File: src/rtl/accessor_pkg.sv
// accessor_pkg: shared types and constants for the memory-access stage.
//   state_t  : stage FSM states
//   size_t   : memory access size
//   WSTRB_*  : byte-strobe patterns for the data-memory bus
package accessor_pkg;

  localparam int unsigned XLEN   = 32;
  localparam int unsigned REG_W  = 5;
  localparam int unsigned STRB_W = XLEN / 8;

  typedef enum logic [1:0] {
    IDLE = 2'd0,
    BUS  = 2'd1,
    OUT  = 2'd2
  } state_t;

  typedef enum logic [1:0] {
    SIZE_B = 2'd0,
    SIZE_H = 2'd1,
    SIZE_W = 2'd2
  } size_t;

  localparam logic [STRB_W-1:0] WSTRB_NONE = 4'b0000;
  localparam logic [STRB_W-1:0] WSTRB_B0   = 4'b0001;
  localparam logic [STRB_W-1:0] WSTRB_B1   = 4'b0010;
  localparam logic [STRB_W-1:0] WSTRB_B2   = 4'b0100;
  localparam logic [STRB_W-1:0] WSTRB_B3   = 4'b1000;
  localparam logic [STRB_W-1:0] WSTRB_HLO  = 4'b0011;
  localparam logic [STRB_W-1:0] WSTRB_HHI  = 4'b1100;
  localparam logic [STRB_W-1:0] WSTRB_W    = 4'b1111;

  // Strobe for a single byte lane.
  function automatic logic [STRB_W-1:0] byte_strobe(input logic [1:0] lane);
    case (lane)
      2'd0:    byte_strobe = WSTRB_B0;
      2'd1:    byte_strobe = WSTRB_B1;
      2'd2:    byte_strobe = WSTRB_B2;
      default: byte_strobe = WSTRB_B3;
    endcase
  endfunction

endpackage

File: src/rtl/accessor_load_extend.sv
// accessor_load_extend: lane select plus sign/zero extension of load data.
//   rdata     in  raw 32-bit word from the bus
//   addr_lo   in  low two bits of the byte address
//   size      in  access size (byte/half/word)
//   is_signed in  sign-extend when set, zero-extend otherwise
//   data      out extended load value
module accessor_load_extend
  import accessor_pkg::*;
(
  input  logic [XLEN-1:0] rdata,
  input  logic [1:0]      addr_lo,
  input  size_t           size,
  input  logic            is_signed,
  output logic [XLEN-1:0] data
);

  logic [7:0]  lane_b;
  logic [15:0] lane_h;

  // Select the addressed byte and halfword, then extend by size.
  always_comb begin
    lane_b = rdata[7:0];
    lane_h = rdata[15:0];
    data   = rdata;
    case (addr_lo)
      2'd0:    lane_b = rdata[7:0];
      2'd1:    lane_b = rdata[15:8];
      2'd2:    lane_b = rdata[23:16];
      default: lane_b = rdata[31:24];
    endcase
    lane_h = addr_lo[1] ? rdata[31:16] : rdata[15:0];
    case (size)
      SIZE_B:  data = {{24{is_signed & lane_b[7]}}, lane_b};
      SIZE_H:  data = {{16{is_signed & lane_h[15]}}, lane_h};
      default: data = rdata;
    endcase
  end

endmodule

File: src/rtl/accessor.sv
// accessor: memory-access pipeline stage between execute and writeback.
// Accepts one operation per executor handshake, issues loads/stores on a
// single-ported data bus, extends load data, packs store data/strobes and
// hands rd/rd_data to writeback under a valid/ready handshake.
// Optional build macro ACCESSOR_MISALIGN_TRAP_EN: misaligned half/word
// accesses skip the bus and raise accessor_trap; otherwise accessor_trap is 0.
// Ports:
//   clk, reset (sync, active-high)
//   executor_*      upstream operation and handshake
//   accessor_ready  stage can accept this cycle (combinational)
//   accessor_valid/accessor_rd/accessor_rd_data/accessor_trap  to writeback
//   writeback_ready downstream consumes result
//   mem_*           data-memory bus request/response
module accessor
  import accessor_pkg::*;
(
  input  logic              clk,
  input  logic              reset,
  input  logic              executor_valid,
  output logic              accessor_ready,
  output logic              accessor_valid,
  input  logic              writeback_ready,
  input  logic [REG_W-1:0]  executor_rd,
  input  logic [XLEN-1:0]   executor_rd_data,
  input  logic [XLEN-1:0]   executor_mem_addr,
  input  logic [XLEN-1:0]   executor_mem_data,
  input  logic              executor_is_lui,
  input  logic              executor_is_lb,
  input  logic              executor_is_lbu,
  input  logic              executor_is_lh,
  input  logic              executor_is_lhu,
  input  logic              executor_is_lw,
  input  logic              executor_is_sb,
  input  logic              executor_is_sh,
  input  logic              executor_is_sw,
  output logic              mem_valid,
  input  logic              mem_ready,
  output logic [XLEN-1:0]   mem_addr,
  output logic [XLEN-1:0]   mem_wdata,
  output logic [STRB_W-1:0] mem_wstrb,
  input  logic [XLEN-1:0]   mem_rdata,
  output logic [REG_W-1:0]  accessor_rd,
  output logic [XLEN-1:0]   accessor_rd_data,
  output logic              accessor_trap
);

  state_t           state;
  logic [REG_W-1:0] ld_rd;
  size_t            ld_size;
  logic             ld_signed;
  logic             ld_store;
  logic [1:0]       ld_lo;
  logic [XLEN-1:0]  load_data;

  logic             accept;
  logic             op_load;
  logic             op_store;
  logic             op_misalign;
  size_t            op_size;
  logic [XLEN-1:0]  st_wdata;
  logic [STRB_W-1:0] st_wstrb;

  assign accessor_ready = (state == IDLE) || ((state == OUT) && writeback_ready);
  assign accept         = executor_valid && accessor_ready;

  // Decode the incoming operation and pre-pack store data and strobes.
  always_comb begin
    op_load  = executor_is_lb | executor_is_lbu | executor_is_lh |
               executor_is_lhu | executor_is_lw;
    op_store = executor_is_sb | executor_is_sh | executor_is_sw;
    op_size  = SIZE_W;
    st_wdata = executor_mem_data;
    st_wstrb = WSTRB_W;
    if (executor_is_lb || executor_is_lbu || executor_is_sb) begin
      op_size = SIZE_B;
    end else if (executor_is_lh || executor_is_lhu || executor_is_sh) begin
      op_size = SIZE_H;
    end
    if (executor_is_sb) begin
      st_wdata = {4{executor_mem_data[7:0]}};
      st_wstrb = byte_strobe(executor_mem_addr[1:0]);
    end else if (executor_is_sh) begin
      st_wdata = {2{executor_mem_data[15:0]}};
      st_wstrb = executor_mem_addr[1] ? WSTRB_HHI : WSTRB_HLO;
    end
  end

`ifdef ACCESSOR_MISALIGN_TRAP_EN
  logic trap_q;

  assign op_misalign = ((executor_is_lh | executor_is_lhu | executor_is_sh) &
                        executor_mem_addr[0]) |
                       ((executor_is_lw | executor_is_sw) &
                        (|executor_mem_addr[1:0]));
  assign accessor_trap = trap_q;
`else
  assign op_misalign   = 1'b0;
  assign accessor_trap = 1'b0;
`endif

  accessor_load_extend u_load_extend (
    .rdata     (mem_rdata),
    .addr_lo   (ld_lo),
    .size      (ld_size),
    .is_signed (ld_signed),
    .data      (load_data)
  );

  // Stage FSM with registered bus and writeback outputs.
  always_ff @(posedge clk) begin
    if (reset) begin
      state            <= IDLE;
      mem_valid        <= 1'b0;
      mem_addr         <= '0;
      mem_wdata        <= '0;
      mem_wstrb        <= WSTRB_NONE;
      accessor_valid   <= 1'b0;
      accessor_rd      <= '0;
      accessor_rd_data <= '0;
      ld_rd            <= '0;
      ld_size          <= SIZE_W;
      ld_signed        <= 1'b0;
      ld_store         <= 1'b0;
      ld_lo            <= 2'd0;
`ifdef ACCESSOR_MISALIGN_TRAP_EN
      trap_q           <= 1'b0;
`endif
    end else begin
      case (state)
        IDLE, OUT: begin
          // Result consumed; a same-cycle accept below overrides these.
          if ((state == OUT) && writeback_ready) begin
            state          <= IDLE;
            accessor_valid <= 1'b0;
`ifdef ACCESSOR_MISALIGN_TRAP_EN
            trap_q         <= 1'b0;
`endif
          end
          if (accept) begin
            ld_rd     <= executor_rd;
            ld_size   <= op_size;
            ld_signed <= executor_is_lb | executor_is_lh;
            ld_store  <= op_store;
            ld_lo     <= executor_mem_addr[1:0];
            if (op_misalign) begin
              state            <= OUT;
              accessor_valid   <= 1'b1;
              accessor_rd      <= '0;
              accessor_rd_data <= '0;
`ifdef ACCESSOR_MISALIGN_TRAP_EN
              trap_q           <= 1'b1;
`endif
            end else if (op_load || op_store) begin
              state          <= BUS;
              accessor_valid <= 1'b0;
              mem_valid      <= 1'b1;
              mem_addr       <= {executor_mem_addr[XLEN-1:2], 2'b00};
              mem_wdata      <= st_wdata;
              mem_wstrb      <= op_store ? st_wstrb : WSTRB_NONE;
            end else begin
              state            <= OUT;
              accessor_valid   <= 1'b1;
              accessor_rd      <= executor_rd;
              accessor_rd_data <= executor_is_lui ? executor_mem_addr : executor_rd_data;
            end
          end
        end
        BUS: begin
          // Request held stable until the bus completes it.
          if (mem_ready) begin
            state            <= OUT;
            mem_valid        <= 1'b0;
            mem_wstrb        <= WSTRB_NONE;
            accessor_valid   <= 1'b1;
            accessor_rd      <= ld_store ? '0 : ld_rd;
            accessor_rd_data <= ld_store ? '0 : load_data;
          end
        end
        default: state <= IDLE;
      endcase
    end
  end

endmodule

File: config.mk
export PLATFORM = sky130hd
export DESIGN_NAME = accessor
export DESIGN_NICKNAME = d
export VERILOG_FILES = /design/src/rtl/accessor_pkg.sv /design/src/rtl/accessor_load_extend.sv /design/src/rtl/accessor.sv
export SDC_FILE = /design/constraint.sdc
export NUM_CORES = 1
export LEC_CHECK = 0
export BUFFER_PORTS_ARGS = -buffer_cell sky130_fd_sc_hd__buf_2
export CORE_MARGIN = 2
export CORE_UTILIZATION = 52
export CTS_CLUSTER_SIZE = 28
export DETAILED_ROUTE_END_ITERATION = 10
export PLACE_DENSITY = 0.86
export SLEW_MARGIN = 10
export SYNTH_ARGS = -nofsm -noshare
export SYNTH_HDL_FRONTEND = slang
export SYNTH_SLANG_ARGS = --single-unit
File: constraint.sdc
create_clock -name clk -period 4.9 [get_ports clk]
set_input_delay 0.735 -clock clk [delete_from_list [all_inputs] [get_ports clk]]
set_output_delay 0.735 -clock clk [all_outputs]
set_load 0.1 [all_outputs]
==> flow_summary_export.csv <==
group,metric,value,unit
run_status,status,"finished, final reports clean",
power,peakVddDrop,316,uV
routing,wire_per_inst,17.2,um
floorplanning,dieArea,12600,um^2
clock_network,cts.sink_count,118,
power,p_leak,3.58,nW
clock_network,clock_latency,0.42,ns
routing,ant_nets,0,
worst_setup_path,crit_type,"flop to flop",
floorplanning,io_pins,256,
routing,drt_wl_total,19200,um
sta,holdWs,0.448,ns
synthesis,syn_inst,746,
sta,report.final.setup_viol,0,
power,powerDensity,426,nW/um^2
routing,route.detailed.drc,0,
cells_and_area,final_cell_mix,"251 x buf_2, 148 x nand2_1, 118 x dfxtp_1",
power,power,3.34,mW
cells_and_area,layout_commonest_cell,"buf_2",
cells_and_area,drive_gt1_share,35.3,%
sta,finalCritPeriodShare,60.3,%
cells_and_area,fin_nets,1102,
routing,vias,6277,
sta,hold_violations,0,
place,detailed_place_hpwl,13900,um
clock_network,postCtsSetupRepairBufs,0,
floorplanning,start_util,53.4,%
global_routing,grt_pass1_vias,5749,
sta,fin_skew,0.00810,ns
place,gp_congestion,0.844,
global_routing,grtUsageTotal,29.6,%
synthesis,ys_seq_area_share,38.7,%
worst_setup_path,worstPathArrival,3.26,ns
clock_network,tritoncts,"yes",
worst_setup_path,worst_ep_required_time,5.21,ns
sta,fmax,338,MHz
global_routing,antenna_found_initial,3,
cells_and_area,area_growth_syn_to_layout,28.6,%
synthesis,yosysWarningCount,0,
clock_network,cts-root-buf,"clkbuf_16",
sta,min_period,2.95,ns
clock_network,clk_path_buf_depth,2,
global_routing,grt_max_degree,83,
global_routing,use_met2,49.2,%
worst_setup_path,critPathCaptureType,"flop",
sta,relSlewSlack,25.0,%
sta,fin_ws,1.95,ns
global_routing,gr-usage-met1,36.0,%
run,max_cap_violations,0,
place,portBuffers,252,
floorplanning,die-height,112,um
routing,dr.pass1.iters,5,
clock_network,cts_buffers,17,
worst_setup_path,crit_fanout,16,
routing,viasPerCell,5.64,
global_routing,grt-ovfl-total,0,
synthesis,ys_types,51,
clock_network,ctsResizeCount,0,
floorplanning,core,11400,um^2
routing,drt_iter0_drc,445,
place,post-place-ws,1.97,ns
synthesis,netlist_area,6100,um^2
clock_network,hold_buffers,0,
worst_setup_path,cp-start-kind,"flop",
hold_path,hold_path.class,"flop to flop",
global_routing,gr-max-usage-layer,"met2",
synthesis,synth-seq-cells,118,
sta,worstMarginPinSlew,1.12,ns
floorplanning,fp-row-count,39,
sta,rsz0062_at_grt,"no",
sta,final.setup.tns,0,ns
floorplanning,die_x,112,um
cells_and_area,fill_cells,949,
clock_network,htreeDepth,4,
global_routing,met3_usage,8.05,%
synthesis,syn_area_per_cell,8.18,um^2
clock_network,path_clk_slew,0.05,ns
global_routing,grt_pass1_wl,29500,um
sta,drv_slew,0,
-- state kept, by name, indices dropped and copies added (netlist names), 4 cells and up --
name	flops
accessor_rd_data	32
mem_wstrb	4
mem_wdata	32
ld_rd	5
accessor_rd	5
mem_addr	30
-- synthesized netlist by cell type, drive strengths merged --
cell type,number,area [um^2]
o211ai,2,15.0
nor3,3,26.3
buf,37,274
and3,1,6.26
nor4,1,12.5
mux2,26,293
a211o,1,8.76
o21a,1,7.51
inv,3,11.3
nand3,2,10.0
a21o,2,15.0
o31ai,1,7.51
or3b,1,8.76
clkbuf,30,113
or2,1,6.26
a221oi,1,8.76
o22a,28,245
nand2b,18,113
nor3b,5,37.5
mux2i,24,240
o21ai,32,160
nand2,148,556
o22ai,2,18.8
conb,1,3.75
a32o,1,21.3
or2b,4,30.0
dfxtp,118,2360
a31oi,3,18.8
a311oi,16,140
a21boi,1,7.51
nor2b,11,68.8
a21oi,105,529
a222oi,1,10.0
and2,2,12.5
and2b,1,10.0
nor2,77,297
o221ai,7,61.3
a211oi,23,278
o311ai,2,35.0
a32oi,1,8.76
nand3b,2,15.0
-- power by group --
| part | total (mW) | internal (mW) | leakage (nW) | switching (mW) |
|---|---|---|---|---|
| Sequential | 1.07 | 1.03 | 0.969 | 0.0457 |
| Combinational | 0.898 | 0.203 | 2.29 | 0.695 |
| Clock | 1.37 | 0.936 | 0.316 | 0.432 |
-- path summary, 6_finish.rpt --
kind | slack [ns] | endpoint | cells past startpoint | startpoint
min | 0.45 | mem_addr[14]$_SDFFE_PP0P_ | 2 | mem_addr[14]$_SDFFE_PP0P_
max reg2reg | 1.95 | accessor_rd_data[16]$_SDFFE_PP0P_ | 5 | state[0]$_SDFFE_PP0P_
min reg2reg | 0.45 | mem_addr[14]$_SDFFE_PP0P_ | 2 | mem_addr[14]$_SDFFE_PP0P_
max | 1.95 | accessor_rd_data[16]$_SDFFE_PP0P_ | 5 | state[0]$_SDFFE_PP0P_
-- routing by layer --
layer / vias up / part of all wire (%)
li1: 3033 / -
met1: 2859 / 39
met2: 336 / 48
met3: 47 / 9.3
met4: 2 / 3.0
met5: - / 0.083
-- cells by family after synthesis --
family	count (synthesis)	synth area share, %
AOI/OAI and AO/OA	230	26.2
buffers and inverters	70	6.52
DFF	118	38.7
muxes	50	8.73
other	1	0.0615
and+or+nand+nor	277	19.8
-- per-stage QoR --
step | utilization (%) | instances | area [um^2]
after global routing | 68.7 | 1112 | 7850
after detailed placement | 63.0 | 1079 | 7200
after floorplan | - | 748 | 6110
after global placement | 63.0 | 1079 | 7200
after CTS | 68.7 | 1110 | 7840
final | 68.7 | 1112 | 7850
-- final cells by class --
type                    instances  area, um^2  share of cell area [%]
clock inverters                 9         173                    2.20
well taps                     143         179                    2.28
inverters                       3        11.3                   0.143
multi-input cells             560        3360                    42.8
flip-flops and latches        118        2360                    30.1
repair buffers                255        1290                    16.4
clock buffers                  22         474                    6.04
diodes                          2        5.00                  0.0638
-- worst max-delay path, stage by stage, from the launching register on --
cell	delay (ns)
dfxtp_1	0.38
nor2b_1	0.80
nand2_1	0.65
nand2_1	0.64
a21oi_1	0.15
o22a_1	0.22
(Power assumes the default switching activity.)
